`src/rtl/simon_dec_iter_if.sv`:
```
// Stream bundle for the Simon 32/64 decryption core: key load, ciphertext in, plaintext out.
// Latency: none (wires only).
// Backpressure: in_valid/in_ready and out_valid/out_ready handshakes; key_load is a bare strobe.
// Ports: key_load/key_in/key_ready (key path), in_valid/in_ready/in_data (ciphertext),
//        out_valid/out_ready/out_data (plaintext). master = producer/consumer side, slave = core.
interface simon_dec_iter_if;
  logic        key_load;
  logic [63:0] key_in;
  logic        key_ready;
  logic        in_valid;
  logic        in_ready;
  logic [31:0] in_data;
  logic        out_valid;
  logic        out_ready;
  logic [31:0] out_data;

  modport master (
    output key_load, key_in, in_valid, in_data, out_ready,
    input  key_ready, in_ready, out_valid, out_data
  );

  modport slave (
    input  key_load, key_in, in_valid, in_data, out_ready,
    output key_ready, in_ready, out_valid, out_data
  );
endinterface

```
`src/rtl/simon_dec_iter.sv`:
```
// Iterative Simon 32/64 decryption: own forward key expansion, then one inverse round per clock.
// Latency: key_ready 28 cycles after key_load; out_valid 32 cycles after input acceptance.
// Backpressure: holds the result in DONE until out_ready; no new input accepted until then.
// Ports: clk, rst_n (async active-low), bus (simon_dec_iter_if.slave: key, cipher in, plain out).
module simon_dec_iter #(
  parameter int ROUNDS    = 32,
  parameter int KEY_WORDS = 4
) (
  input logic             clk,
  input logic             rst_n,
  simon_dec_iter_if.slave bus
);

  localparam logic [2:0] NOKEY  = 3'd0;
  localparam logic [2:0] KEYEXP = 3'd1;
  localparam logic [2:0] IDLE   = 3'd2;
  localparam logic [2:0] DEC    = 3'd3;
  localparam logic [2:0] DONE   = 3'd4;

  // Last expansion step index (computes k31) and last round counter value.
  localparam logic [4:0] EXP_LAST = 5'(ROUNDS - KEY_WORDS - 1);
  localparam logic [4:0] RND_LAST = 5'(ROUNDS - 1);

  localparam logic [15:0] KEY_C = 16'hFFFC;
  // z0 sequence; step j uses the j-th bit counted from the left, i.e. Z0[61-j].
  localparam logic [61:0] Z0 =
    62'b11111010001001010110000111001101111101000100101011000011100110;

  logic [2:0]  state;
  logic [4:0]  cnt;       // expansion step in KEYEXP, round index in DEC
  logic [15:0] x;
  logic [15:0] y;
  logic [15:0] ks [32];   // round-key store, validity tracked by state only

  logic        key_accept;
  logic [5:0]  z_idx;
  logic [15:0] t;
  logic [15:0] k_new;
  logic [15:0] rk;
  logic [15:0] fy;

  function automatic logic [15:0] simon_f(input logic [15:0] a);
    return ({a[14:0], a[15]} & {a[7:0], a[15:8]}) ^ {a[13:0], a[15:14]};
  endfunction

  // key_load is honoured only while no block is in flight.
  assign key_accept = bus.key_load &&
                      ((state == NOKEY) || (state == KEYEXP) || (state == IDLE));

  // Forward expansion step: k[i+4] from k[i], k[i+1], k[i+3] with i = cnt.
  always_comb begin
    z_idx = 6'd61 - {1'b0, cnt};
    t     = {ks[cnt + 5'd3][2:0], ks[cnt + 5'd3][15:3]} ^ ks[cnt + 5'd1];
    k_new = KEY_C ^ {15'd0, Z0[z_idx]} ^ ks[cnt] ^ t ^ {t[0], t[15:1]};
  end

  // Keys are consumed in reverse: round cnt (0-based) uses k[31-cnt].
  assign rk = ks[RND_LAST - cnt];
  assign fy = simon_f(y);

  always_ff @(posedge clk) begin
    if (key_accept) begin
      ks[0] <= bus.key_in[15:0];
      ks[1] <= bus.key_in[31:16];
      ks[2] <= bus.key_in[47:32];
      ks[3] <= bus.key_in[63:48];
    end else if (state == KEYEXP) begin
      ks[cnt + 5'd4] <= k_new;
    end
  end

  always_ff @(posedge clk or negedge rst_n) begin
    if (!rst_n) begin
      state <= NOKEY;
      cnt   <= 5'd0;
      x     <= 16'd0;
      y     <= 16'd0;
    end else begin
      case (state)
        NOKEY: begin
          if (bus.key_load) begin
            state <= KEYEXP;
            cnt   <= 5'd0;
          end
        end
        KEYEXP: begin
          if (bus.key_load) begin
            cnt <= 5'd0;                // restart with the new key
          end else if (cnt == EXP_LAST) begin
            state <= IDLE;
            cnt   <= 5'd0;
          end else begin
            cnt <= cnt + 5'd1;
          end
        end
        IDLE: begin
          // key_load wins over an input handshake in the same cycle.
          if (bus.key_load) begin
            state <= KEYEXP;
            cnt   <= 5'd0;
          end else if (bus.in_valid) begin
            x     <= bus.in_data[31:16];
            y     <= bus.in_data[15:0];
            cnt   <= 5'd0;
            state <= DEC;
          end
        end
        DEC: begin
          x <= y;
          y <= x ^ fy ^ rk;
          if (cnt == RND_LAST) begin
            state <= DONE;
            cnt   <= 5'd0;
          end else begin
            cnt <= cnt + 5'd1;
          end
        end
        DONE: begin
          if (bus.out_ready) begin
            state <= IDLE;
          end
        end
        default: begin
          state <= NOKEY;
          cnt   <= 5'd0;
        end
      endcase
    end
  end

  assign bus.key_ready = (state == IDLE) || (state == DEC) || (state == DONE);
  assign bus.in_ready  = (state == IDLE) && !bus.key_load;
  assign bus.out_valid = (state == DONE);
  assign bus.out_data  = (state == DONE) ? {x, y} : 32'd0;

endmodule
```
`src/flat_wrapper.sv`:
```
// flat-port wrapper written by rule: the top's interface ports become plain ports
module simon_dec_iter_flat 
#(
  parameter int ROUNDS    = 32,
  parameter int KEY_WORDS = 4
)
  (clk, rst_n, bus_key_load, bus_key_in, bus_in_valid, bus_in_data, bus_out_ready, bus_key_ready, bus_in_ready, bus_out_valid, bus_out_data);
  simon_dec_iter_if bus_i ();
  input logic clk;
  input logic rst_n;
  input wire logic [$bits(bus_i.key_load)-1:0] bus_key_load;
  input wire logic [$bits(bus_i.key_in)-1:0] bus_key_in;
  input wire logic [$bits(bus_i.in_valid)-1:0] bus_in_valid;
  input wire logic [$bits(bus_i.in_data)-1:0] bus_in_data;
  input wire logic [$bits(bus_i.out_ready)-1:0] bus_out_ready;
  output wire logic [$bits(bus_i.key_ready)-1:0] bus_key_ready;
  output wire logic [$bits(bus_i.in_ready)-1:0] bus_in_ready;
  output wire logic [$bits(bus_i.out_valid)-1:0] bus_out_valid;
  output wire logic [$bits(bus_i.out_data)-1:0] bus_out_data;
  assign bus_i.key_load = bus_key_load;
  assign bus_i.key_in = bus_key_in;
  assign bus_i.in_valid = bus_in_valid;
  assign bus_i.in_data = bus_in_data;
  assign bus_i.out_ready = bus_out_ready;
  assign bus_key_ready = bus_i.key_ready;
  assign bus_in_ready = bus_i.in_ready;
  assign bus_out_valid = bus_i.out_valid;
  assign bus_out_data = bus_i.out_data;
  simon_dec_iter #(.ROUNDS(ROUNDS), .KEY_WORDS(KEY_WORDS)) u_core (.clk(clk), .rst_n(rst_n), .bus(bus_i));
endmodule
```
`config.mk`:
```
export PLATFORM = sky130hd
export DESIGN_NAME = simon_dec_iter_flat
export DESIGN_NICKNAME = d
export VERILOG_FILES = /design/src/rtl/simon_dec_iter_if.sv /design/src/rtl/simon_dec_iter.sv /design/src/flat_wrapper.sv
export SDC_FILE = /design/constraint.sdc
export NUM_CORES = 1
export LEC_CHECK = 0
export BUFFER_PORTS_ARGS = -buffer_cell sky130_fd_sc_hd__buf_2
export CORE_ASPECT_RATIO = 0.75
export CORE_MARGIN = 5
export CORE_UTILIZATION = 37
export DETAILED_ROUTE_END_ITERATION = 10
export GPL_TIMING_DRIVEN = 0
export MAX_ROUTING_LAYER = met4
export PLACE_DENSITY = 0.52
export SETUP_SLACK_MARGIN = 0.4
export SYNTH_ARGS = -nofsm -noshare
export SYNTH_HDL_FRONTEND = slang
export SYNTH_SLANG_ARGS = --single-unit
```
`constraint.sdc`:
```
create_clock -name clk -period 5.9 [get_ports clk]
set_clock_uncertainty 0.05 [all_clocks]
set_input_delay 0.885 -clock clk [delete_from_list [all_inputs] [get_ports clk]]
set_output_delay 0.885 -clock clk [all_outputs]
set_load 0.1 [all_outputs]
```
## Word level (Yosys, flattened, before mapping)

Memory sizes are Yosys's and may differ from the RTL's.
Cells that the tools add are included.

| cells by class | value |
|---|---|
| magnitude comparators | 1 |
| add/subtract/negate cells | 5 |
| reduce and logical (&&, ||, !) cells | 13 |
| bitwise gates (word level) | 9 |
| eq/ne operators | 14 |
| mux-type cells | 31 |

Operators by type and width:

| operator | count |
|---|---|
| $xor A16 B16 Y16 | 7 |
| $mux W16 | 5 |
| $pmux W16 S2 | 2 |
| $mux W5 | 7 |
| $mux W32 | 1 |
| $pmux W5 S5 | 1 |
| $mux W3 | 7 |
| $and A16 B16 Y16 | 1 |
| $reduce_or A16 Y1 | 1 |
| $pmux W3 S5 | 1 |
| $ne A2 B2 Y1 const B | 6 |
| $eq A5 B5 Y1 const B | 2 |
| $lt A6 B7 Y1 const B | 1 |
| $mux W1 | 7 |
| $eq A3 B2 Y1 const B | 2 |
| $reduce_and A3 Y1 | 2 |
| $reduce_and A6 Y1 | 1 |
| $sub A6 B5 Y6 const A | 1 |
| $add A5 B1 Y5 const B | 1 |
| $add A5 B2 Y5 const B | 1 |
| $add A5 B3 Y5 const B | 1 |
| $sub A5 B5 Y5 const A | 1 |
| $logic_or A1 B1 Y1 | 4 |
| $eq A3 B1 Y1 const B | 1 |
| 8 further kinds | 9 |

| storage, ports and cells | value |
|---|---|
| RAM bits | 512 |
| logic and storage cells | 79 |
| memory bits (read-only) | 64 |
| register bits after elaboration | 40 |
| memories kept | 2 |
| output and inout port bits | 35 |

Memories:

| memory | depth | bits a word | read ports | clocked after Yosys merged registers in | write ports | RTL line | source |
|---|---|---|---|---|---|---|---|
| u_core.ks | 32 | 16 | 4 | 0 | 4 | simon_dec_iter.sv:33 | `logic [15:0] ks [32];` |
| (name not given) | 64 | 1 | 1 | 0 | 0 | simon_dec_iter.sv:54 | `k_new = KEY_C ^ {15'd0, Z0[z_idx]} ^ ks[cnt] ^ t ^ {t[0], t[15:1]};` |

## Logic depth before layout (Yosys ltp)

| logic depth | value |
|---|---|
| depth in word-level cells | 8 |
| mapped depth | 19 |
| depth with buffers taken out | 11 |

## Least setup slack after synthesis

Ideal clock, no wire load.

| timing path | value |
|---|---|
| path kind | register to register |
| start | register u_core.cnt[1] |
| end | memory u_core.ks[0][11], data pin |
| path slack | 0.394 ns |
| library setup time | 0.139 ns |
| cell stages (with the launch flop) | 18 |
| arrival time | 5.317 ns |
| path through | dfrtp_1 buf_4 buf_2 buf_2 inv_1 buf_2 buf_1 ha_1 buf_4 buf_4 buf_1 mux4_2 mux4_2 mux2i_1 xnor2_1 xor2_1 xnor2_1 mux2_2 |

RTL lines:

| element | RTL line | source |
|---|---|---|
| start, declared | simon_dec_iter.sv:30 | `logic [4:0] cnt;` |
| start signal, assigned | simon_dec_iter.sv:93 | `cnt <= cnt + 5'd1;` |
| start signal, assigned | simon_dec_iter.sv:115 | `cnt <= cnt + 5'd1;` |
| end, declared | simon_dec_iter.sv:33 |  |

==> flow_metrics.py <==
metrics = {
    "floorplan": {
        "initial_core_utilization_pct": 37.2,
        "pin_count": 136,
        "die_area_sq_mm": 0.100,
        "die_w_um": 363,
        "fp.dieH_um": 275,
        "core_area_sq_mm": 0.0932,
        "placementRows": 97,
    },
    "run": {
        "max_cap_viol_count": 2,
    },
    "logic_synthesis": {
        "synthesis.area_per_instance_sq_um": 15.6,
        "ys_dominant_reg_cell": "sky130_fd_sc_hd__edfxtp_1",
        "ys.warnings.count": 0,
        "synth_most_common_cell": "sky130_fd_sc_hd__edfxtp_1",
        "ys_seq_elements": 552,
        "synth_common_cells": "sky130_fd_sc_hd__edfxtp_1 (512), sky130_fd_sc_hd__mux4_2 (416), sky130_fd_sc_hd__mux2i_1 (253), sky130_fd_sc_hd__nand2_1 (175), sky130_fd_sc_hd__nor2_1 (97)",
        "synth_largest_type_area_fraction_pct": 44.4,
        "synth.top_cells.by_area": "sky130_fd_sc_hd__edfxtp_1 (44%), sky130_fd_sc_hd__mux4_2 (27%), sky130_fd_sc_hd__mux2i_1 (7.3%), sky130_fd_sc_hd__dfrtp_1 (2.9%), sky130_fd_sc_hd__mux2_2 (2.4%)",
        "synth_seq_area_share_pct": 47.3,
        "netlist-cell-type-count": 72,
        "mappedNetlistNets": 2332,
        "netlist_instances": 2217,
        "synth_top_cell_by_area": "sky130_fd_sc_hd__edfxtp_1",
        "synth_enable_flop_cells": 512,
        "post_synthesis_instance_area_sq_mm": 0.0347,
        "ys_async_sr_fraction_pct": 7.25,
    },
    "timing": {
        "setup_total_negative_slack_ns": 0,
        "post-route-period-util_pct": 98.0,
        "maxSlewViolCount": 22,
        "layout_min_cycle_time_ns": 5.78,
        "report.final.hold_viol_count": 0,
        "setup_violations": 0,
        "max_slew.worst_pin.slew_ns": 1.61,
        "max_clock_freq_mhz": 173,
        "relSlewSlack_pct": -7.07,
        "grt_setup_unrepaired": "false",
    },
    "hold_path": {
        "hp-class": "in -> async",
    },
    "routing": {
        "vias": 27400,
        "wirelength_um": 189000,
        "detailedRoute.firstPassIterationCount": 6,
        "routedWlPerCell_um": 49.7,
        "drcViolationCount": 0,
        "routed_via_density": 7.21,
        "drt_iter0_markers": 5125,
        "antenna_violating_nets_left": 0,
    },
    "clock_tree": {
        "worst_skew_pair.late_latency_ns": 0.68,
        "cts_htree_levels": 2,
        "cts_tree": "done",
        "clock-root-buffer": "sky130_fd_sc_hd__clkbuf_16",
        "cts_buf_count": 60,
        "ctsLongestPathBuffers": 3,
        "cts.sinks": 552,
        "ctsHoldBuffers": 0,
        "clock_pin_slew_on_the_worst_setup_and_hold_paths_ns": 0.06,
    },
    "global_routing": {
        "grt_max_degree": 41,
        "wire_length_of_the_first_global_routing_pass_um": 245000,
        "antenna_violations_before_repair": 11,
        "globalRouteOverflowTotal": 0,
        "vias_in_the_first_global_route": 25800,
        "grt_util_all_layers_pct": 38.3,
    },
    "cells_and_area": {
        "area_growth_syn_to_layout_pct": 19.3,
        "layout.nets": 2618,
        "final_layout_size_suffix_gt1_share_pct": 41.4,
    },
    "place": {
        "place_hpwl_um": 132000,
        "portBuffers": 134,
        "routabilityCongestion": 1.04,
    },
    "setup_path": {
        "cp.required_ns": 6.27,
        "timing_worst_setup_path_type": "reg -> reg",
        "crit_path_end_kind": "flip-flop",
        "critical_path.max_fanout": 10,
        "worst_setup_path_start_kind": "flip-flop",
        "arrival_ns": 6.15,
    },
    "outcome": {
        "failed_checks": "capacitance limit, slew limit",
        "outcome": "complete, but fails checks",
    },
}
## area by class of cell
class,count,area (sq um)
fillers,8263,51900
repair buffers,209,1840
inverters,15,73.8
multi-input cells,1475,18100
well taps,1237,1550
repair inverters,8,60.1
clock inverters,36,387
flip-flops and latches,552,16400
clock buffers,74,1550
plain buffers,182,1350
diodes,9,22.5
## metal layers
layer,share of wire [%],up-vias,GRT usage [%]
met2,39,2690,49.0
met5,0,-,-
met4,7.3,0,20.8
li1,-,9708,-
met3,16,609,16.7
met1,38,14400,50.5
## through the flow
step	util [%]	std cells	hold slack, ns	area (sq um)	worst slack, ns
4_1_cts	44.1	3777	0.346	41100	0.426
3_3_place_gp	39.6	3588	0.562	36900	-4.61
5_1_grt	44.3	3793	0.393	41300	0.394
3_5_place_dp	40.8	3627	0.564	38000	-3.59
2_1_floorplan	-	2217	0.524	34700	0.425
6_report	44.4	3797	0.327	41300	0.119
## cell usage in the layout, fill, tap and decap left out, types with 9 or more instances in the layout
cell and count:
sky130_fd_sc_hd__mux2i_1 248, sky130_fd_sc_hd__buf_16 15, sky130_fd_sc_hd__mux2_1 12, sky130_fd_sc_hd__and2_1 39, sky130_fd_sc_hd__edfxtp_1 512, sky130_fd_sc_hd__a22oi_1 9, sky130_fd_sc_hd__buf_4 72, sky130_fd_sc_hd__o21ai_0 28
sky130_fd_sc_hd__clkbuf_2 18, sky130_fd_sc_hd__o21ai_1 11, sky130_fd_sc_hd__nand4_1 22, sky130_fd_sc_hd__a211oi_1 10, sky130_fd_sc_hd__xnor2_4 10, sky130_fd_sc_hd__xnor2_1 38, sky130_fd_sc_hd__dfrtp_1 39, sky130_fd_sc_hd__xnor2_2 11
sky130_fd_sc_hd__nor3_1 14, sky130_fd_sc_hd__nor2_1 62, sky130_fd_sc_hd__ha_1 13, sky130_fd_sc_hd__nand3_1 41, sky130_fd_sc_hd__clkinvlp_4 14, sky130_fd_sc_hd__clkinv_2 15, sky130_fd_sc_hd__buf_12 25, sky130_fd_sc_hd__xor2_1 23
sky130_fd_sc_hd__a21oi_1 55, sky130_fd_sc_hd__nand2_1 171, sky130_fd_sc_hd__buf_8 16, sky130_fd_sc_hd__clkbuf_1 46, sky130_fd_sc_hd__mux4_2 416, sky130_fd_sc_hd__mux2_2 73, sky130_fd_sc_hd__xor2_4 9, sky130_fd_sc_hd__clkbuf_16 61
sky130_fd_sc_hd__diode_2 9, sky130_fd_sc_hd__buf_6 27, sky130_fd_sc_hd__nor2_4 31, sky130_fd_sc_hd__buf_2 174
## path summary, 6_finish.rpt
kind / from / endpoint / slack (ns) / cells past startpoint
setup reg to reg: u_core.cnt[1] / u_core.ks[1][0] / 0.12 / 11
min in group clk: bus_key_in[34] / u_core.ks[2][2] / 0.45 / 2
max in group asynchronous: rst_n / u_core.cnt[1] / 4.80 / 1
hold reg to reg: u_core.x[9] / u_core.x[9] / 0.58 / 2
setup / recovery: u_core.cnt[1] / u_core.ks[1][0] / 0.12 / 11
hold / removal: rst_n / u_core.y[8] / 0.33 / 1
## repair_timing
action	4_1_cts	5_1_grt
pin swaps	20	9
resized for setup	181	26
gates cloned	11	4
endpoints found under the setup margin	795	238
setup buffers	29	7
## state kept, by name, indices dropped and copies added, names as in the netlist
signal,cells
u_core.ks,512
u_core.x,16
u_core.cnt,5
u_core.y,16
u_core.state,3
## worst max-delay path, stage by stage, from the launching register on
cell and delay (ns):
sky130_fd_sc_hd__dfrtp_2 0.47, sky130_fd_sc_hd__buf_4 0.22, sky130_fd_sc_hd__ha_1 0.45, sky130_fd_sc_hd__xnor2_1 0.19, sky130_fd_sc_hd__buf_2 0.49, sky130_fd_sc_hd__clkbuf_1 0.87, sky130_fd_sc_hd__nand2_1 0.66, sky130_fd_sc_hd__o22ai_1 0.45
sky130_fd_sc_hd__a21oi_1 0.16, sky130_fd_sc_hd__xnor2_2 0.56, sky130_fd_sc_hd__xnor3_4 0.62, sky130_fd_sc_hd__mux2_2 0.29
## cell families after synthesis
group	Yosys count	share of synthesized area [%]
flip-flops	552	47.3
XOR/XNOR	104	3.24
AO/OA/AOI/OAI	174	3.29
adder cells (fa/ha/maj)	14	0.505
AND/OR/NAND/NOR	422	5.53
multiplexers	754	37.1
buffers and inverters	197	3.09
Power is not shown: default switching activity piles up to over one toggle a cycle in this logic, so the estimate is an artifact.
